## src/rtl/ez8_pkg.sv

```systemverilog
// Skip-path opcode constants, opcode decode helper and squash FSM state type.
`default_nettype none

package ez8_pkg;

  localparam logic [3:0] OP_SKIPC  = 4'b1010;
  localparam logic [3:0] OP_SKIPBS = 4'b1011;
  localparam logic [3:0] OP_SKIPBC = 4'b1100;

  typedef enum logic [0:0] {
    SKS_IDLE    = 1'b0,
    SKS_PENDING = 1'b1
  } skip_state_t;

  function automatic logic is_skip_op(input logic [3:0] op);
    return (op == OP_SKIPC) || (op == OP_SKIPBS) || (op == OP_SKIPBC);
  endfunction

endpackage

`default_nettype wire

```

## src/rtl/skip_stat_ctr.sv

```systemverilog
// +--------------------------------------------------------------------+
// | skip_stat_ctr: saturating event counter, cleared only by reset.    |
// | Revision: 1.0                                                      |
// +--------------------------------------------------------------------+
`default_nettype none

module skip_stat_ctr #(
    parameter int STAT_W = 16
) (
    input  logic              clock,
    input  logic              reset_n,
    input  logic              en,
    output logic [STAT_W-1:0] count
);

    always_ff @(posedge clock or negedge reset_n) begin
        if (!reset_n) begin
            count <= '0;
        end else if (en && (count != {STAT_W{1'b1}})) begin
            count <= count + 1'b1;
        end
    end

endmodule

`default_nettype wire

```

## src/rtl/skip_squash_ctrl.sv

```systemverilog
// +--------------------------------------------------------------------+
// | skip_squash_ctrl: kills SQUASH_SLOTS real instructions after a     |
// | taken skip. Optional statistics counter: define SKIP_STATS_EN.     |
// | Revision: 1.0                                                      |
// +--------------------------------------------------------------------+
`default_nettype none

module skip_squash_ctrl
    import ez8_pkg::*;
#(
    parameter int SQUASH_SLOTS = 1,
    parameter int STAT_W       = 16
) (
    input  logic              clock,
    input  logic              reset_n,
    input  logic              ex_valid,
    input  logic [3:0]        ex_opcode,
    input  logic              skip,
    input  logic              stall,
    input  logic              flush,
    input  logic              if_valid,
    output logic              squash,
    output logic              skip_busy
`ifdef SKIP_STATS_EN
    ,
    output logic [STAT_W-1:0] skip_count
`endif
);

    localparam logic [1:0] C_SLOTS = 2'(SQUASH_SLOTS);

    skip_state_t r_state;
    logic [1:0]  r_remain;
    logic        w_trigger;

    assign w_trigger = ex_valid & is_skip_op(ex_opcode) & skip & ~stall & ~flush
                     & (r_state == SKS_IDLE);

    // Bubbles and stalls leave the window open without consuming a slot.
    assign squash    = (r_state == SKS_PENDING) & if_valid & ~stall & ~flush;
    assign skip_busy = (r_state == SKS_PENDING);

    always_ff @(posedge clock or negedge reset_n) begin
        if (!reset_n) begin
            r_state  <= SKS_IDLE;
            r_remain <= 2'd0;
        end else if (flush) begin
            r_state  <= SKS_IDLE;
            r_remain <= 2'd0;
        end else begin
            case (r_state)
                SKS_IDLE: begin
                    if (w_trigger) begin
                        r_state  <= SKS_PENDING;
                        r_remain <= C_SLOTS;
                    end
                end
                SKS_PENDING: begin
                    if (squash) begin
                        if (r_remain == 2'd1) begin
                            r_state  <= SKS_IDLE;
                            r_remain <= 2'd0;
                        end else begin
                            r_remain <= r_remain - 2'd1;
                        end
                    end
                end
                default: begin
                    r_state  <= SKS_IDLE;
                    r_remain <= 2'd0;
                end
            endcase
        end
    end

`ifdef SKIP_STATS_EN
    skip_stat_ctr #(
        .STAT_W (STAT_W)
    ) u_stat (
        .clock   (clock),
        .reset_n (reset_n),
        .en      (w_trigger),
        .count   (skip_count)
    );
`endif

endmodule

`default_nettype wire

```

## config.mk

```make
export PLATFORM = sky130hd
export DESIGN_NAME = skip_squash_ctrl
export DESIGN_NICKNAME = d
export VERILOG_FILES = /design/src/rtl/ez8_pkg.sv /design/src/rtl/skip_stat_ctr.sv /design/src/rtl/skip_squash_ctrl.sv
export SDC_FILE = /design/constraint.sdc
export NUM_CORES = 1
export LEC_CHECK = 0
export ABC_AREA = 1
export CAP_MARGIN = 20
export CORE_AREA = 2 2 39 41
export DETAILED_ROUTE_END_ITERATION = 8
export DIE_AREA = 0 0 41 43
export SLEW_MARGIN = 20
export SYNTH_ARGS = -nofsm -noshare
export SYNTH_HDL_FRONTEND = slang
export SYNTH_SLANG_ARGS = --single-unit
```

## constraint.sdc

```tcl
create_clock -name clock -period 0.9 [get_ports clock]
set_input_delay 0.09 -clock clock [delete_from_list [all_inputs] [get_ports clock]]
set_output_delay 0.09 -clock clock [all_outputs]
set_load 0.01 [all_outputs]
```

==> flow_metrics.py <==
metrics = {
    "cts": {
        "cts_made_buffers": 3,
        "clkTransAtPathRegs_ps": 40,
        "ctsHoldBuffers": 0,
        "cts-root-buf": "clkbuf_4",
        "clock-sinks": 3,
        "clk_latency_ps": 230,
        "cts_buffer_depth": 2,
        "cts_tree": "done",
        "cts-htree-levels": 1,
    },
    "timing": {
        "maxSlewViolCount": 0,
        "whs_ps": 38.81,
        "setup_viol": 5,
        "fin_ws_ps": -144.1,
        "worst_slew_pin_slew_ps": 343.6,
        "fin_setup_tns_ps": -545.4,
        "hold_viol_final": 0,
        "slew_headroom_pct": 76.85,
        "timing.final.crit_share_pct": 116.0,
        "rsz0062_at_grt": "yes",
        "clock_skew_ps": 0.1696,
        "max_freq_mhz": 957.8,
        "min_period_ps": 1044,
    },
    "cells_and_area": {
        "area_growth_pct": 127.8,
        "fill_cells": 155,
        "num_antenna_cells": 0,
        "drive_gt1_share_pct": 50.00,
        "layout.nets": 69,
        "final_core_util_pct": 34.81,
        "instances_no_fill": 72,
        "final_area_um2": 481.7,
    },
    "placed_design": {
        "placed_cell_area_um2": 412.9,
        "gp_congestion": 0.6928,
        "dp_worst_setup_slack_ps": -501.6,
        "dp_cells": 68,
        "numPortBuffers": 12,
        "dp_hpwl_um": 468.8,
    },
    "pwr": {
        "clockPowerShare_pct": 45.5,
        "power_density_nw_per_um2": 1055,
        "peakVddDrop_mv": 0.5060,
        "switchingPower_mw": 0.1232,
        "p_leak_nw": 0.2249,
        "swShare_pct": 24.24,
        "p_total_mw": 0.5084,
        "p_int_mw": 0.3852,
        "p_comb_share_pct": 26.0,
        "seq_power_share_pct": 28.5,
    },
    "floorplanning": {
        "num_rows": 14,
        "die_area_um2": 1763,
        "die_height_um": 43,
        "io_pins": 13,
        "core_area_um2": 1384,
        "die_x_um": 41,
        "initial_utilization_pct": 15.28,
    },
    "synthesis": {
        "synth-seq-cells": 3,
        "yosys_warnings": 0,
        "syn_area_um2": 211.5,
        "synth_cells": 32,
        "synth.avg_cell_area_um2": 6.608,
        "ys_types": 13,
        "ys_seq_area_share_pct": 35.50,
        "syn_nets": 44,
    },
    "routing": {
        "ant_nets": 0,
        "drc": 0,
        "routed_wl_um": 638,
        "viasPerCell": 4.000,
        "drtIter0Drc": 4,
        "wl_per_cell_um": 8.861,
        "vias": 288,
        "drtPass1Iterations": 2,
    },
    "status": {
        "status": "finished with violations",
        "failed_checks": "negative setup slack",
    },
    "worst_setup_path": {
        "end_kind": "flip-flop",
        "cp_cell_sequence": "inv_2 -> buf_6 -> nand2_4 -> nor2_4 -> nand3_2 -> nand3_2 -> nand2_1",
        "crit_top_cell": "nand3_2",
        "crit_fanout": 2,
        "critPathBufInv": 2,
        "worstPathRequired_ps": 1010,
        "max_stage_delay_ps": 400,
        "worst_path_max_delay_cell": "dfrtp_2",
        "cp_top_family": "flip-flops",
        "cp.arrival_ps": 1160,
        "crit_type": "flip-flop to flip-flop",
        "start_kind": "flip-flop",
    },
    "flow_run": {
        "drv.max_cap_violation_count": 0,
    },
    "hold_path": {
        "hold_class": "input port to async pin",
    },
    "global_route": {
        "grt_pass1_wl_um": 979,
        "grt_overflow": 0,
        "antenna_found_initial": 0,
        "grt_max_degree": 6,
        "grt_pass1_vias": 306,
        "grt_usage_pct": 8.459,
    },
}
cells by family (layout without fill, tap and decap cells):
group	count (synthesis)	count (layout)	share of synthesized area, %
flops	3	3	35.50
fa+ha+maj	1	1	5.916
compound gates	3	3	7.099
simple gates	20	20	42.61
buf+inv	5	29	8.877
power by group through the flow:
| stage | registers (mW) | logic [mW] | clock network, mW |
|---|---|---|---|
| after floorplan | 0.148 | 0.0325 | 0 |
| after global placement | 0.146 | 0.114 | 0 |
| after detailed placement | 0.146 | 0.115 | 0 |
| after CTS | 0.145 | 0.132 | 0.248 |
| after global routing | 0.145 | 0.146 | 0.263 |
| final | 0.145 | 0.132 | 0.231 |
worst paths after layout:
check                      cells after the start           to   startpoint  slack, ps
hold / removal                                 1  r_remain[0]      reset_n         40
setup reg to reg                               7  r_remain[1]    skip_busy       -140
max in group asynchronous                      1    skip_busy      reset_n        710
min in group clock                             7    skip_busy        stall        500
hold reg to reg                                2  r_remain[1]  r_remain[1]        520
setup / recovery                               7  r_remain[1]    skip_busy       -140
cell type report:
type / count / area [µm²] / area share [%]
inverters: 5 / 21.27 / 4.416
flip-flops and latches: 3 / 76.32 / 15.84
clock buffers: 4 / 26.28 / 5.455
multi-input cells: 24 / 166.4 / 34.55
well taps: 16 / 20.02 / 4.156
repair buffers: 20 / 171.4 / 35.58
layout by cell type (no fill, tap or decap), types with 2 or more instances in the layout:
cell and n:
clkdlybuf4s50_1 8, nand2_1 7, buf_4 7, nand3_2 4, inv_2 3, clkbuf_4 3
nand2_2 2, dlygate4sd2_1 2, buf_2 2, dfrtp_1 2
routing by layer:
layer  part of all wire [%]  vias up  GRT usage [%]
li1                       -      152              -
met1                     37      126          6.169
met2                     53       10          15.63
met3                     10        0          3.141
met4                      0        0          6.000
met5                      0        -              0
Yosys cell counts, drive strengths merged:
| master | instances | area (µm²) |
|---|---|---|
| dfrtp | 3 | 75.07 |
| nand3 | 5 | 25.02 |
| nor2 | 3 | 13.77 |
| inv | 5 | 18.77 |
| o21ai | 1 | 5.000 |
| nand2 | 10 | 40.04 |
| nand4 | 1 | 6.260 |
| nor3 | 1 | 5.000 |
| ha | 1 | 12.51 |
| a21oi | 2 | 10.01 |
worst register-to-register path, cell delays in order (launching register included):
cell and delay, ps:
dfrtp_2 400, inv_2 70, buf_6 90, nand2_4 40
nor2_4 90, nand3_2 100, nand3_2 80, nand2_1 50
flip-flops by register name, summed over array words and instances, names as in the netlist:
register,flops
r_remain,2
skip_busy,1
timing repair:
action                     4_1_cts  5_1_grt
gates resized for setup         23        1
buffers inserted                 0        0
pin swaps                        1        0
setup endpoints to repair        5        5
Note: power is estimated with default switching activity, not from simulation.
